$ cat src/rtl/mem_port_arbiter.sv
// mem_port_arbiter: shares one single-port memory between instruction fetch and data accesses,
// one transaction at a time, DM first with a starvation guard that lets IF through.
module mem_port_arbiter #(
  parameter int ADDR_W       = 32,
  parameter int DATA_W       = 32,
  parameter int MEM_LATENCY  = 1,
  parameter int STARVE_LIMIT = 4
) (
  input  logic              clk,
  input  logic              reset,
  input  logic              if_req,
  input  logic [ADDR_W-1:0] if_addr,
  output logic              if_ack,
  output logic [DATA_W-1:0] if_rdata,
  input  logic              dm_req,
  input  logic              dm_we,
  input  logic [ADDR_W-1:0] dm_addr,
  input  logic [DATA_W-1:0] dm_wdata,
  output logic              dm_ack,
  output logic [DATA_W-1:0] dm_rdata,
  output logic              mem_en,
  output logic              mem_we,
  output logic [ADDR_W-1:0] mem_addr,
  output logic [DATA_W-1:0] mem_wdata,
  input  logic [DATA_W-1:0] mem_rdata,
  output logic              busy,
  output logic              owner
);
  localparam int LW = $clog2(MEM_LATENCY + 1);
  localparam int SW = $clog2(STARVE_LIMIT + 1);
  typedef enum logic [1:0] {IDLE, ISSUE, WAIT, RESP} state_t;
  state_t state_q, state_d;
  logic [LW-1:0] lat_q, lat_d;
  logic [SW-1:0] starve_q, starve_d;
  logic we_q, we_d, owner_q, owner_d, busy_q, busy_d;
  logic mem_en_q, mem_en_d, mem_we_q, mem_we_d, if_ack_q, if_ack_d, dm_ack_q, dm_ack_d;
  logic [ADDR_W-1:0] mem_addr_q, mem_addr_d;
  logic [DATA_W-1:0] mem_wdata_q, mem_wdata_d, if_rdata_q, if_rdata_d, dm_rdata_q, dm_rdata_d;
  logic if_wins;
  always_comb begin
    if_wins     = if_req && (!dm_req || starve_q == SW'(STARVE_LIMIT));
    state_d     = state_q;
    lat_d       = lat_q;
    starve_d    = starve_q;
    we_d        = we_q;
    owner_d     = owner_q;
    busy_d      = busy_q;
    mem_en_d    = 1'b0;
    mem_we_d    = 1'b0;
    mem_addr_d  = mem_addr_q;
    mem_wdata_d = mem_wdata_q;
    if_ack_d    = 1'b0;
    dm_ack_d    = 1'b0;
    if_rdata_d  = if_rdata_q;
    dm_rdata_d  = dm_rdata_q;
    case (state_q)
      IDLE: if (if_req || dm_req) begin
        state_d     = ISSUE;
        busy_d      = 1'b1;
        owner_d     = !if_wins;
        we_d        = !if_wins && dm_we;
        mem_en_d    = 1'b1;
        mem_we_d    = !if_wins && dm_we;
        mem_addr_d  = if_wins ? if_addr : dm_addr;
        mem_wdata_d = if_wins ? '0 : dm_wdata;
        // DM can only win over a pending IF below the limit, so the increment never overshoots
        starve_d    = (!if_wins && if_req) ? starve_q + SW'(1) : '0;
      end
      ISSUE: begin
        state_d = WAIT;
        lat_d   = LW'(MEM_LATENCY - 1);
      end
      WAIT: if (lat_q == '0) begin
        state_d    = RESP;
        if_ack_d   = !owner_q;
        dm_ack_d   = owner_q;
        if_rdata_d = !owner_q ? mem_rdata : if_rdata_q;
        dm_rdata_d = (owner_q && !we_q) ? mem_rdata : dm_rdata_q;
      end else begin
        lat_d = lat_q - LW'(1);
      end
      RESP: begin
        state_d = IDLE;
        busy_d  = 1'b0;
      end
      default: state_d = IDLE;
    endcase
  end
  always_ff @(posedge clk or negedge reset) begin
    if (!reset) begin
      state_q     <= IDLE;
      lat_q       <= '0;
      starve_q    <= '0;
      we_q        <= 1'b0;
      owner_q     <= 1'b0;
      busy_q      <= 1'b0;
      mem_en_q    <= 1'b0;
      mem_we_q    <= 1'b0;
      mem_addr_q  <= '0;
      mem_wdata_q <= '0;
      if_ack_q    <= 1'b0;
      dm_ack_q    <= 1'b0;
      if_rdata_q  <= '0;
      dm_rdata_q  <= '0;
    end else begin
      state_q     <= state_d;
      lat_q       <= lat_d;
      starve_q    <= starve_d;
      we_q        <= we_d;
      owner_q     <= owner_d;
      busy_q      <= busy_d;
      mem_en_q    <= mem_en_d;
      mem_we_q    <= mem_we_d;
      mem_addr_q  <= mem_addr_d;
      mem_wdata_q <= mem_wdata_d;
      if_ack_q    <= if_ack_d;
      dm_ack_q    <= dm_ack_d;
      if_rdata_q  <= if_rdata_d;
      dm_rdata_q  <= dm_rdata_d;
    end
  end
  assign if_ack    = if_ack_q;
  assign dm_ack    = dm_ack_q;
  assign if_rdata  = if_rdata_q;
  assign dm_rdata  = dm_rdata_q;
  assign mem_en    = mem_en_q;
  assign mem_we    = mem_we_q;
  assign mem_addr  = mem_addr_q;
  assign mem_wdata = mem_wdata_q;
  assign busy      = busy_q;
  assign owner     = owner_q;
endmodule

$ cat config.mk
export PLATFORM = sky130hd
export DESIGN_NAME = mem_port_arbiter
export DESIGN_NICKNAME = d
export VERILOG_FILES = /design/src/rtl/mem_port_arbiter.sv
export SDC_FILE = /design/constraint.sdc
export NUM_CORES = 1
export LEC_CHECK = 0
export BUFFER_PORTS_ARGS = -buffer_cell sky130_fd_sc_hd__buf_2
export CELL_PAD_IN_SITES_DETAIL_PLACEMENT = 2
export CELL_PAD_IN_SITES_GLOBAL_PLACEMENT = 2
export CORE_MARGIN = 4
export CORE_UTILIZATION = 28
export DETAILED_ROUTE_END_ITERATION = 10
export PLACE_DENSITY = 0.8
export SLEW_MARGIN = 10
export SYNTH_ARGS = -nofsm -noshare
export SYNTH_HDL_FRONTEND = slang
export SYNTH_SLANG_ARGS = --single-unit
$ cat constraint.sdc
create_clock -name clk -period 1.9 [get_ports clk]
set_input_delay 0.19 -clock clk [delete_from_list [all_inputs] [get_ports clk]]
set_output_delay 0.19 -clock clk [all_outputs]
set_load 0.005 [all_outputs]
# [Yosys cells after proc, flatten, opt, wreduce, memory -nomap -nowiden]
# Index checks and enable logic that the tools add are counted.
[word_totals] reg_bits=141 output_inout_bits=134 wordCells=60
[classes] n_mux=18 n_reduce_logical=18 n_addsub=2 n_eq_ne=6 bitwise=2
[op_table] operator="32-bit two-way mux" n=2
[op_table] operator="1-bit two-way mux" n=10
[op_table] operator="2-bit one-hot mux with 4 select lines" n=1
[op_table] operator="2-bit AND reduction" n=3
[op_table] operator="3-bit AND reduction" n=2
[op_table] operator="2-bit == test (second input constant)" n=2
[op_table] operator="1-bit logical AND" n=4
[op_table] operator="1-bit logical NOT" n=4
[op_table] operator="2-bit two-way mux" n=2
[op_table] operator="2-bit != test (second input constant)" n=2
[op_table] operator="1-bit one-hot mux with 2 select lines" n=2
[op_table] operator="2-bit nonzero test" n=2
[op_table] operator="3-bit by 1-bit adder with 3-bit output (second input constant)" n=1
[op_table] operator="3-bit == test (second input constant)" n=1
[op_table] operator="3-bit two-way mux" n=1
[op_table] operator="2-bit by 1-bit == test with 1-bit output (second input constant)" n=1
[op_table] operator="2-bit logical NOT" n=1
[op_table] operator="1-bit logical OR" n=2
[op_table] operator="1-bit inverter" n=2
[op_table] operator="1-bit subtractor (second input constant)" n=1

# [Logic depth before layout (Yosys ltp)]
# Gate-level depths: netlist of the first run.
[logic_depth] word_depth=7 ltp_mapped=8

# [Least setup slack after synthesis of the first run]
# Ideal clock, no wire load.
[synth_path] path_kind="register to register" start="register state_q[0]" end="register if_rdata_q[10] (netlist: if_rdata[10])" arrival_time_ns=1.496 required_ns=1.775 setup_slack_ns=0.279 setup_ns=0.125 stages_incl_launch_ff=7 synth_period_minus_slack_ns=1.621 path_buffers=2 path_cell_list="dfrtp_1 > inv_1 > ha_1 > nor2b_1 > clkbuf_1 > buf_2 > mux2_2"
[synth_between] elab_chain_len=2
[synth_lines] element="start: declaration" line="32" source="state_t state_q, state_d;"
[synth_lines] element="start signal: assignment" line="106" source="state_q <= state_d;"
[synth_lines] element="2-bit == test" line="56" source="case (state_q)"
[synth_lines] element="3-bit AND reduction (no source line)"
[synth_lines] element="end signal: assignment" line="118" source="if_rdata_q <= if_rdata_d;"
[synth_lines] element="end: declaration" line="38" source="logic [DATA_W-1:0] mem_wdata_q, mem_wdata_d, if_rdata_q, if_rdata_d, dm_rdata_q, dm_rdata_d;"
# Every way passes these cells.
# A chain may end at the register's enable or synchronous reset.

# [Final worst setup path of the first run]
[layout_path] start="register state_q[0]" end="register dm_rdata_q[22] (netlist: dm_rdata[22])"
[layout_between] elab_chain_len=2
[layout_lines] element="2-bit == test" line="56"
[layout_lines] element="3-bit AND reduction (no source line)"
[layout_lines] element="end signal: assignment" line="119" source="dm_rdata_q <= dm_rdata_d;"
[layout_lines] element="end: declaration" line="38"
# Every way passes these cells.

==> metrics, run 1 <==
dominant cell by count in the synthesized netlist dfrtp_1; sum of negative setup slack 0 ns; fraction of synthesis flops using an asynchronous set or reset pin 100.0%; initial cell density of the core 28.82%; Setup crit start kind flip-flop; Max Cap Violations 0; number of global-route vias before repair 5578; met2 Use GR 30.47%; later-pin clock latency in the skew report 0.42 ns; worst setup slack before clock tree synthesis 0.2191 ns; fraction of layout cells with a size suffix above 1 51.06%; Max-Slew Margin vs Limit 73.38%; area grow syn2layout 42.87%; IO Count 267; sum of overflow across all layers after global routing 0; Final Critical Period 1.652 ns; maximum number of buffers from clock root to sink 2; internal power 0.009208 W; Main synth FF type dfrtp_1; DPL Wire Length 14790 um; H-Tree Level Count 4; capturing element type of the critical path flip-flop; number of remaining DRC errors 0; pins over their slew limit 0; Worst-path clk slew 0.07 ns; number of input and output port buffers inserted 266; final weighted congestion in routability-driven placement 0.8014; relative contribution of combinational cells to total power 38.6%; die extent in y 153 um; first-pass GRT wire length 32810 um; hold violation count in the final report 0; skew final 0.009441 ns; PwrDens 1685 nW/um^2; Worst Slack Setup Final 0.2484 ns; Site Rows 52; maximum clock frequency 605.5 MHz; switching share of power 35.04%; instance area at placement 7606 um^2; Worst Hold Class input port to flip-flop; final WL 20720 um; via density per instance 4.764; clock tree root driver cell clkbuf_16; Nets 926; first-pass detailed-route iteration total 4; largest vdd supply drop 0.0005562 V; number of clock sinks seen by CTS 140; DRT iter0 DRCs 123; critical path data required time 2.19 ns; largest fanout on the critical path 32; number of nets in the synthesized netlist 645; synthesized netlist cell count 507; fraction of met1 tracks used by global routing 22.00%; setup repair after global routing missed its margin no; post-route standard cell area excluding fillers 8411 um^2; final worst path period share 86.93%; post-synthesis register bit count 140; number of vias in the routed layout 5102; largest stage delay on the critical path 0.37 ns; largest net degree at the start of global routing 51; leakage component of the power 4.103 nW; Yosys top cell by area dfrtp_1; net switching power figure 0.004966 W; full die area 23410 um^2; TritonCTS Buffers 17; diodes inserted 0; synthesized area per cell 11.61 um^2; # setup viols final 0; antenna-violating nets left 0; series of cell instances along the critical path inv_1 -> ha_1 -> and2_1 -> nand2b_1 -> buf_12 -> mux2_2; area inside the core boundary 20430 um^2; Critical-path top delay cell mux2_2; commonest cells in the synthesized netlist dfrtp_1, nand2_1, mux2_2, nand4_1, o21ai_0; Setup CP Type flip-flop to flip-flop; cell types with the largest area share after synthesis dfrtp_1, mux2_2, nand2_1, o211ai_2, nand4_1; slew at the pin closest to its max-slew limit 0.3994 ns; M3 GR Usage 4.637%; Netlist Area Pre-Place 5887 um^2; busiest layer in global routing met2; Routed WL per cell 19.35 um; die extent in x 153 um; count of flip-flops with a built-in enable after synthesis 0; part of the total power dissipated in the clock network 24.7%; core occupancy in the finished layout 41.17%; antenna violations before repair 1; arrival time at the worst endpoint 1.94 ns; CTS tree done; number of warnings reported in the yosys synthesis log 0; sequential power share 36.8%; result of the run complete, no violations; count of different cell masters after synthesis 30; Global Route Usage Sum 17.63%; area share of the largest cell type after synthesis 59.51%; sequential fraction of the synthesis area 59.51%
[power groups by stage]
stage | sequential, W | clock [W] | combinational (W)
2_1_floorplan | 0.00528 | 0 | 0.00268
3_3_place_gp | 0.00516 | 0 | 0.00532
3_5_place_dp | 0.00526 | 0 | 0.00555
4_1_cts | 0.00524 | 0.00362 | 0.00560
5_1_grt | 0.00542 | 0.00375 | 0.00606
6_report | 0.00521 | 0.00349 | 0.00547
[sequential cells by signal (all words and copies together), names as in the netlist]
register / flops
owner: 1
state_q: 2
mem_wdata: 32
dm_ack: 1
mem_addr: 32
mem_we: 1
if_ack: 1
mem_en: 1
if_rdata: 32
dm_rdata: 32
starve_q: 3
busy: 1
we_q: 1
[cells in the final DEF (no fill, tap or decap), drive strengths merged]
cell / Yosys / routed
buf: 17 / 283
dfrtp: 140 / 140
nand2: 133 / 133
mux2: 65 / 65
o21ai: 36 / 36
nand4: 32 / 32
o211ai: 32 / 32
dlygate4sd3: 0 / 19
clkbuf: 23 / 18
inv: 6 / 12
nor2: 5 / 5
ha: 5 / 5
bufinv: 0 / 3
clkinv: 0 / 3
a31oi: 2 / 2
clkinvlp: 0 / 2
and2: 2 / 2
nor2b: 1 / 1
a21bo: 1 / 1
nand2b: 1 / 1
a21oi: 1 / 1
a32o: 1 / 1
a31o: 1 / 1
nor3b: 1 / 1
o22ai: 1 / 1
nand3: 1 / 1
[final timing paths]
check,startpoint,end,slack [ns],depth (start not counted)
min,dm_wdata[23],mem_wdata[23],0.01,3
max,state_q[0],dm_rdata[22],0.25,6
max in group asynchronous,reset,if_rdata[29],0.94,3
max reg2reg,state_q[0],dm_rdata[22],0.25,6
min reg2reg,mem_wdata[14],mem_wdata[14],0.48,2
min in group asynchronous,reset,dm_rdata[1],0.23,2
[worst max-delay path: cells and delay by family, from the launching register on]
kind | cells | cell delay [ns]
mux | 1 | 0.37
flops | 1 | 0.36
fa+ha+maj | 1 | 0.22
buf+inv | 2 | 0.30
simple gates | 2 | 0.26
[repair_timing]
item,CTS,global route
hold buffers,19,0
endpoints found under the hold margin,71,0
resized for setup,0,0
setup buffers,0,0
[layer usage]
layer | up-vias | share of wire, %
met5 | - | 0.034
met4 | 2 | 1.0
met3 | 16 | 6.4
met2 | 193 | 50
met1 | 2569 | 42
li1 | 2322 | -
[cell type report]
class | count | area [um^2]
clock buffers | 18 | 429.2
inverters | 6 | 22.52
repair buffers | 302 | 1768
flip-flops and latches | 140 | 3503
fillers | 2205 | 12020
clock inverters | 14 | 185.2
multi-input cells | 321 | 2165
well taps | 270 | 337.8
[cell families after synthesis]
group           synth area share, %
compound gates                10.22
buf+inv                       3.889
fa+ha+maj                     1.063
flops                         59.51
simple gates                  12.88
mux                           12.43
[through the flow]
step                      hold WS (ns)  power (W)  std cells
after global routing         0.0002130    0.01523       1071
after CTS                    0.0003763    0.01446       1071
after detailed placement        0.1034    0.01081       1020
final                          0.01494    0.01417       1071
after floorplan                -0.1056   0.007963        507
after global placement         0.09852    0.01048       1020
(Power assumes the default switching activity.)
==> inputs of run 2 (changes only) <==
CORE_UTILIZATION = 30   (was 28)
PLACE_DENSITY = 0.85   (was 0.8)
clock period = 2.1 ns   (was 1.9 ns; I/O delays follow)
==> run 2 against run 1 <==
Clock power shrank 8.6%; maximum frequency decreased by 3.4%; flip-flop and latch count is the same; via count decreased by 2.7%; first-iteration DRC count is 6.5% lower; clock-buffer cell count grew 1; largest power group unchanged.
==> metrics, run 2 (same netlist as run 1, synthesis figures left out) <==
later-pin clock latency in the skew report 0.41 ns (about the same); core occupancy in the finished layout 42.99% (+1.8 points); sum of negative setup slack 0 ns (unchanged); net switching power figure 0.004447 W (-10%); skew final 0.01060 ns (+0.001157 ns); largest fanout on the critical path 32 (unchanged); PwrDens 1560 nW/um^2 (-7.4%); antenna-violating nets left 0 (unchanged); via density per instance 4.782 (+0.39%); maximum clock frequency 585.1 MHz (-3.4%); first-pass detailed-route iteration total 4 (unchanged); full die area 21930 um^2 (-6.3%); DPL Wire Length 14620 um (-1.1%); Global Route Usage Sum 18.18% (+0.56 points); sum of overflow across all layers after global routing 0 (unchanged); critical path data required time 2.39 ns (+0.20 ns); area inside the core boundary 19020 um^2 (-6.9%); Max Cap Violations 0 (unchanged); sequential power share 37.0% (+0.2 points); result of the run complete, no violations; clock tree root driver cell clkbuf_16; arrival time at the worst endpoint 2.00 ns (+0.06 ns); Setup crit start kind flip-flop; Worst Slack Setup Final 0.3909 ns (+0.1424 ns); fraction of layout cells with a size suffix above 1 51.93% (+0.87 points); Final Critical Period 1.709 ns (+0.05755 ns); final WL 20090 um (-3.1%); part of the total power dissipated in the clock network 25.0% (+0.3 points); die extent in x 148.1 um (-3.2%); setup repair after global routing missed its margin no; worst setup slack before clock tree synthesis 0.3763 ns (+0.1572 ns); Max-Slew Margin vs Limit 64.68% (-8.7 points); final worst path period share 81.39% (-5.5 points); post-route standard cell area excluding fillers 8177 um^2 (-2.8%); number of remaining DRC errors 0 (unchanged); largest net degree at the start of global routing 69 (+35%); CTS tree done; Setup CP Type flip-flop to flip-flop; # setup viols final 0 (unchanged); largest vdd supply drop 0.0005052 V (-9.2%); pins over their slew limit 0 (unchanged); post-cts hold buffer count 1 (-18); leakage component of the power 4.004 nW (-2.4%); first-pass GRT wire length 31500 um (-4.0%); Site Rows 50 (-3.8%); Worst-path clk slew 0.06 ns (about the same); relative contribution of combinational cells to total power 37.9% (-0.7 points); slew at the pin closest to its max-slew limit 0.5298 ns (+0.1304 ns); final weighted congestion in routability-driven placement 0.7441 (-7.1%); top library cells by usage in the layout, fill and taps aside buf_2, dfrtp_1, nand2_1; H-Tree Level Count 4 (unchanged); instance area at placement 7543 um^2 (-0.82%); most common cell after layout, fill and taps aside buf_2; internal power 0.008307 W (-9.8%); fill cell total of the finished layout 2043 (-7.3%); number of clock sinks seen by CTS 140 (unchanged); number of vias in the routed layout 4964 (-2.7%); IO Count 267 (unchanged); TritonCTS Buffers 17 (unchanged); DRT iter0 DRCs 115 (-6.5%); number of input and output port buffers inserted 266 (unchanged); antenna violations before repair 1 (unchanged); maximum number of buffers from clock root to sink 2 (unchanged); die extent in y 148.1 um (-3.2%); diodes inserted 0 (unchanged); Post-CTS Setup Inserts 0 (unchanged); initial cell density of the core 30.95% (+2.1 points); hold violation count in the final report 0 (unchanged); Worst Hold Class input port to flip-flop; Resize count post-CTS 0 (unchanged); switching share of power 34.86% (-0.17 points); number of global-route vias before repair 5691 (+2.0%); Nets 903 (-2.5%); Routed WL per cell 19.35 um (about the same); capturing element type of the critical path flip-flop; reg2reg setup slack 0.39 ns (+0.14 ns); area grow syn2layout 38.89%
[run 2: routing by layer]
layer	global-route usage, %	part of all wire (%)
met3	6.277	8.2
met2	31.81	50
met4	4.758	1.3
met5	0	0.035
met1	21.38	40
[run 2: cell type report]
cell class / count / area (um^2) / share of cell area (%)
multi-input cells: 321 / 2165 / 26.47
clock buffers: 19 / 442.9 / 5.417
flip-flops and latches: 140 / 3503 / 42.85
repair buffers: 279 / 1538 / 18.81
well taps: 260 / 325.3 / 3.979
inverters: 6 / 22.52 / 0.2754
clock inverters: 13 / 180.2 / 2.204
[run 2: path summary, 6_finish.rpt]
path / startpoint / endpoint / cells after the start
max: state_q[0] / dm_rdata[5] / 6
min: dm_we / mem_we / 3
max reg2reg: state_q[0] / dm_rdata[5] / 6
min reg2reg: mem_wdata[23] / mem_wdata[23] / 2
max in group asynchronous: reset / mem_addr[4] / 3
min in group asynchronous: reset / if_rdata[20] / 2
[run 2: power by group through the flow]
stage	clock network [W]	logic (W)	registers, W
final	0.00319	0.00484	0.00472
after global routing	0.00344	0.00538	0.00490
after CTS	0.00329	0.00499	0.00475
after detailed placement	0	0.00497	0.00476
after global placement	0	0.00472	0.00467
after floorplan	0	0.00242	0.00478
[run 2: critical path, stage by stage (launching register included)]
cell	delay [ns]
dfrtp_1	0.35
inv_1	0.07
ha_1	0.26
and2_1	0.18
nand2b_1	0.12
buf_12	0.22
mux2_2	0.37
[run 2: through the flow]
step	hold WS, ns	power, W	std cells
after global placement	0.2135	0.009387	1005
after floorplan	-0.08559	0.007205	507
after global routing	0.01247	0.01372	1038
final	0.03322	0.01275	1038
after CTS	0.009694	0.01302	1038
after detailed placement	0.2174	0.009736	1005
==> inputs of run 3 (changes only) <==
CORE_UTILIZATION = 28   (was 30)
PLACE_DENSITY = 0.8   (was 0.85)
clock period = 1.58 ns   (was 2.1 ns; I/O delays follow)
==> run 3 against run 2 <==
Clock-buffer cell count fell by 1; cell area grew 22%; largest power group unchanged; the run now ends with negative setup slack left; flip-flop and latch count is the same; clock power rose by 28%.
==> metrics, run 3 (same netlist as run 1, synthesis figures left out) <==
footprint of the multi-input gates 2407 um^2 (+11%); later-pin clock latency in the skew report 0.43 ns (+0.02 ns); die extent in x 153 um (+3.3%); Largest delay share family, worst path flip-flops; top library cells by usage in the layout, fill and taps aside buf_2, dfrtp_1, nand2_1; number of remaining DRC errors 0 (unchanged); full die area 23410 um^2 (+6.8%); Critical-path top delay cell dfrtp_1; largest vdd supply drop 0.0006178 V (+22%); number of clock sinks seen by CTS 140 (unchanged); largest stage delay on the critical path 0.38 ns (about the same); via density per instance 4.864 (+1.7%); sum of overflow across all layers after global routing 0 (unchanged); final worst path period share 105.4% (+24 points); violated checks negative setup slack; Worst Hold Class input port to flip-flop; number of input and output port buffers inserted 266 (unchanged); setup repair after global routing missed its margin yes; PwrDens 1999 nW/um^2 (+28%); buffer and inverter count on the worst path 2 (unchanged); most common cell after layout, fill and taps aside buf_2; TritonCTS Buffers 17 (unchanged); antenna violations before repair 1 (unchanged); Max-Slew Margin vs Limit 75.31% (+11 points); slew at the pin closest to its max-slew limit 0.3703 ns (-0.1595 ns); antenna-violating nets left 0 (unchanged); worst setup slack before clock tree synthesis -0.1188 ns (-0.4951 ns); post-route standard cell area excluding fillers 9950 um^2 (+22%); Setup crit start kind flip-flop; DRT iter0 DRCs 191 (+66%); hold violation count in the final report 0 (unchanged); die extent in y 153 um (+3.3%); area inside the core boundary 20430 um^2 (+7.4%); result of the run complete, but fails checks; IO Count 267 (unchanged); area grow syn2layout 69.01%; critical path data required time 1.89 ns (-0.50 ns); number of cells after detailed placement 1028 (+2.3%); Worst Slack Setup Final -0.08596 ns (-0.4768 ns); core occupancy in the finished layout 48.70% (+5.7 points); maximum clock frequency 600.3 MHz (+2.6%); Setup CP Type flip-flop to flip-flop; Nets 1033 (+14%); largest fanout on the critical path 8 (-75%); clock tree root driver cell clkbuf_16; final WL 29720 um (+48%); Global Route Usage Sum 23.05% (+4.9 points); Max Cap Violations 0 (unchanged); number of global-route vias before repair 6620 (+16%); Site Rows 52 (+4.0%); arrival time at the worst endpoint 1.97 ns (-0.03 ns); CTS tree done; capturing element type of the critical path flip-flop; initial cell density of the core 28.82% (-2.1 points); series of cell instances along the critical path inv_2 -> ha_4 -> and2_1 -> nand2b_4 -> clkbuf_16 -> mux2_2; first-pass detailed-route iteration total 4 (unchanged); DPL Wire Length 15640 um (+7.0%); fill cell total of the finished layout 2050 (+0.34%); Final Critical Period 1.666 ns (-0.04318 ns); hold_ws 0.01081 ns (-0.02241 ns); # setup viols final 63 (+63); Register Area 3503 um^2 (unchanged); fraction of layout cells with a size suffix above 1 52.53% (+0.61 points); Worst-path clk slew 0.07 ns (about the same); leakage component of the power 4.817 nW (+20%); Routed WL per cell 25.21 um (+30%); largest net degree at the start of global routing 49 (-29%); final weighted congestion in routability-driven placement 0.7537 (+1.3%); instance area at placement 7716 um^2 (+2.3%); non-filler cells in the finished layout 1179 (+14%); skew final 0.01206 ns (+0.001465 ns); H-Tree Level Count 4 (unchanged); first-pass GRT wire length 41770 um (+33%); pins over their slew limit 0 (unchanged); maximum number of buffers from clock root to sink 2 (unchanged); number of vias in the routed layout 5735 (+16%)
[run 3: changes by cell type in the layout (fill, tap and decap cells not counted), sizes merged]
cell         before  now
clkinv            1    3
buf             278  309
clkbuf           19   27
diode             0    1
clkinvlp          2    3
dlygate4sd3       1   91
bufinv            3    1
[run 3: layout make-up]
type / instances / area share, %
diodes: 1 / 0.02515
clock buffers: 18 / 4.313
clock inverters: 14 / 1.484
inverters: 6 / 0.2767
multi-input cells: 321 / 24.20
flip-flops and latches: 140 / 35.21
well taps: 270 / 3.395
repair buffers: 409 / 31.10
[run 3: path summary, 6_finish.rpt]
| kind | startpoint | to | slack, ns | cells past startpoint |
|---|---|---|---|---|
| max in group asynchronous | reset | mem_wdata[26] | 0.76 | 3 |
| worst min-delay path | dm_wdata[6] | mem_wdata[6] | 0.01 | 3 |
| worst min register to register | mem_addr[23] | mem_addr[23] | 0.48 | 2 |
| worst max register to register | state_q[0] | dm_rdata[17] | -0.09 | 6 |
| worst max-delay path | state_q[0] | dm_rdata[17] | -0.09 | 6 |
| min in group asynchronous | reset | if_rdata[14] | 0.20 | 2 |
[run 3: metrics by stage]
stage | total power [W] | TNS, ns
after floorplan | 0.009586 | -1.133
after global placement | 0.01285 | -0.0003026
after detailed placement | 0.01336 | -5.300
after CTS | 0.01861 | -0.9917
after global routing | 0.02101 | -5.278
final | 0.01989 | -2.425
[run 3: repair_timing]
item | 4_1_cts | 5_1_grt
pin swaps | 2 | 2
gates cloned | 5 | 12
hold endpoints to repair | 147 | 0
setup buffers | 8 | 7
setup endpoints to repair | 128 | 127
resized for setup | 38 | 74
hold buffers | 91 | 0
[run 3: where the power goes]
part           switching, W  internal (W)  total (W)  leakage (nW)
Sequential          0.00124       0.00534    0.00658          1.70
Combinational       0.00451       0.00471    0.00922          2.84
Clock               0.00185       0.00223    0.00408         0.274
Total               0.00760        0.0123     0.0199          4.82
[run 3: worst reg2reg max path: stages (launching register included)]
cell and delay (ns):
dfrtp_1 0.38, inv_2 0.07, ha_4 0.16, and2_1 0.20
nand2b_4 0.19, clkbuf_16 0.21, mux2_2 0.37
[run 3: routing by layer]
layer	track usage, %	routed length [um]	vias up
met1	27.28	11440	2943
met2	42.51	16330	217
met4	5.006	396	0
met3	5.428	1545	29
met5	0	0	-
li1	-	-	2546
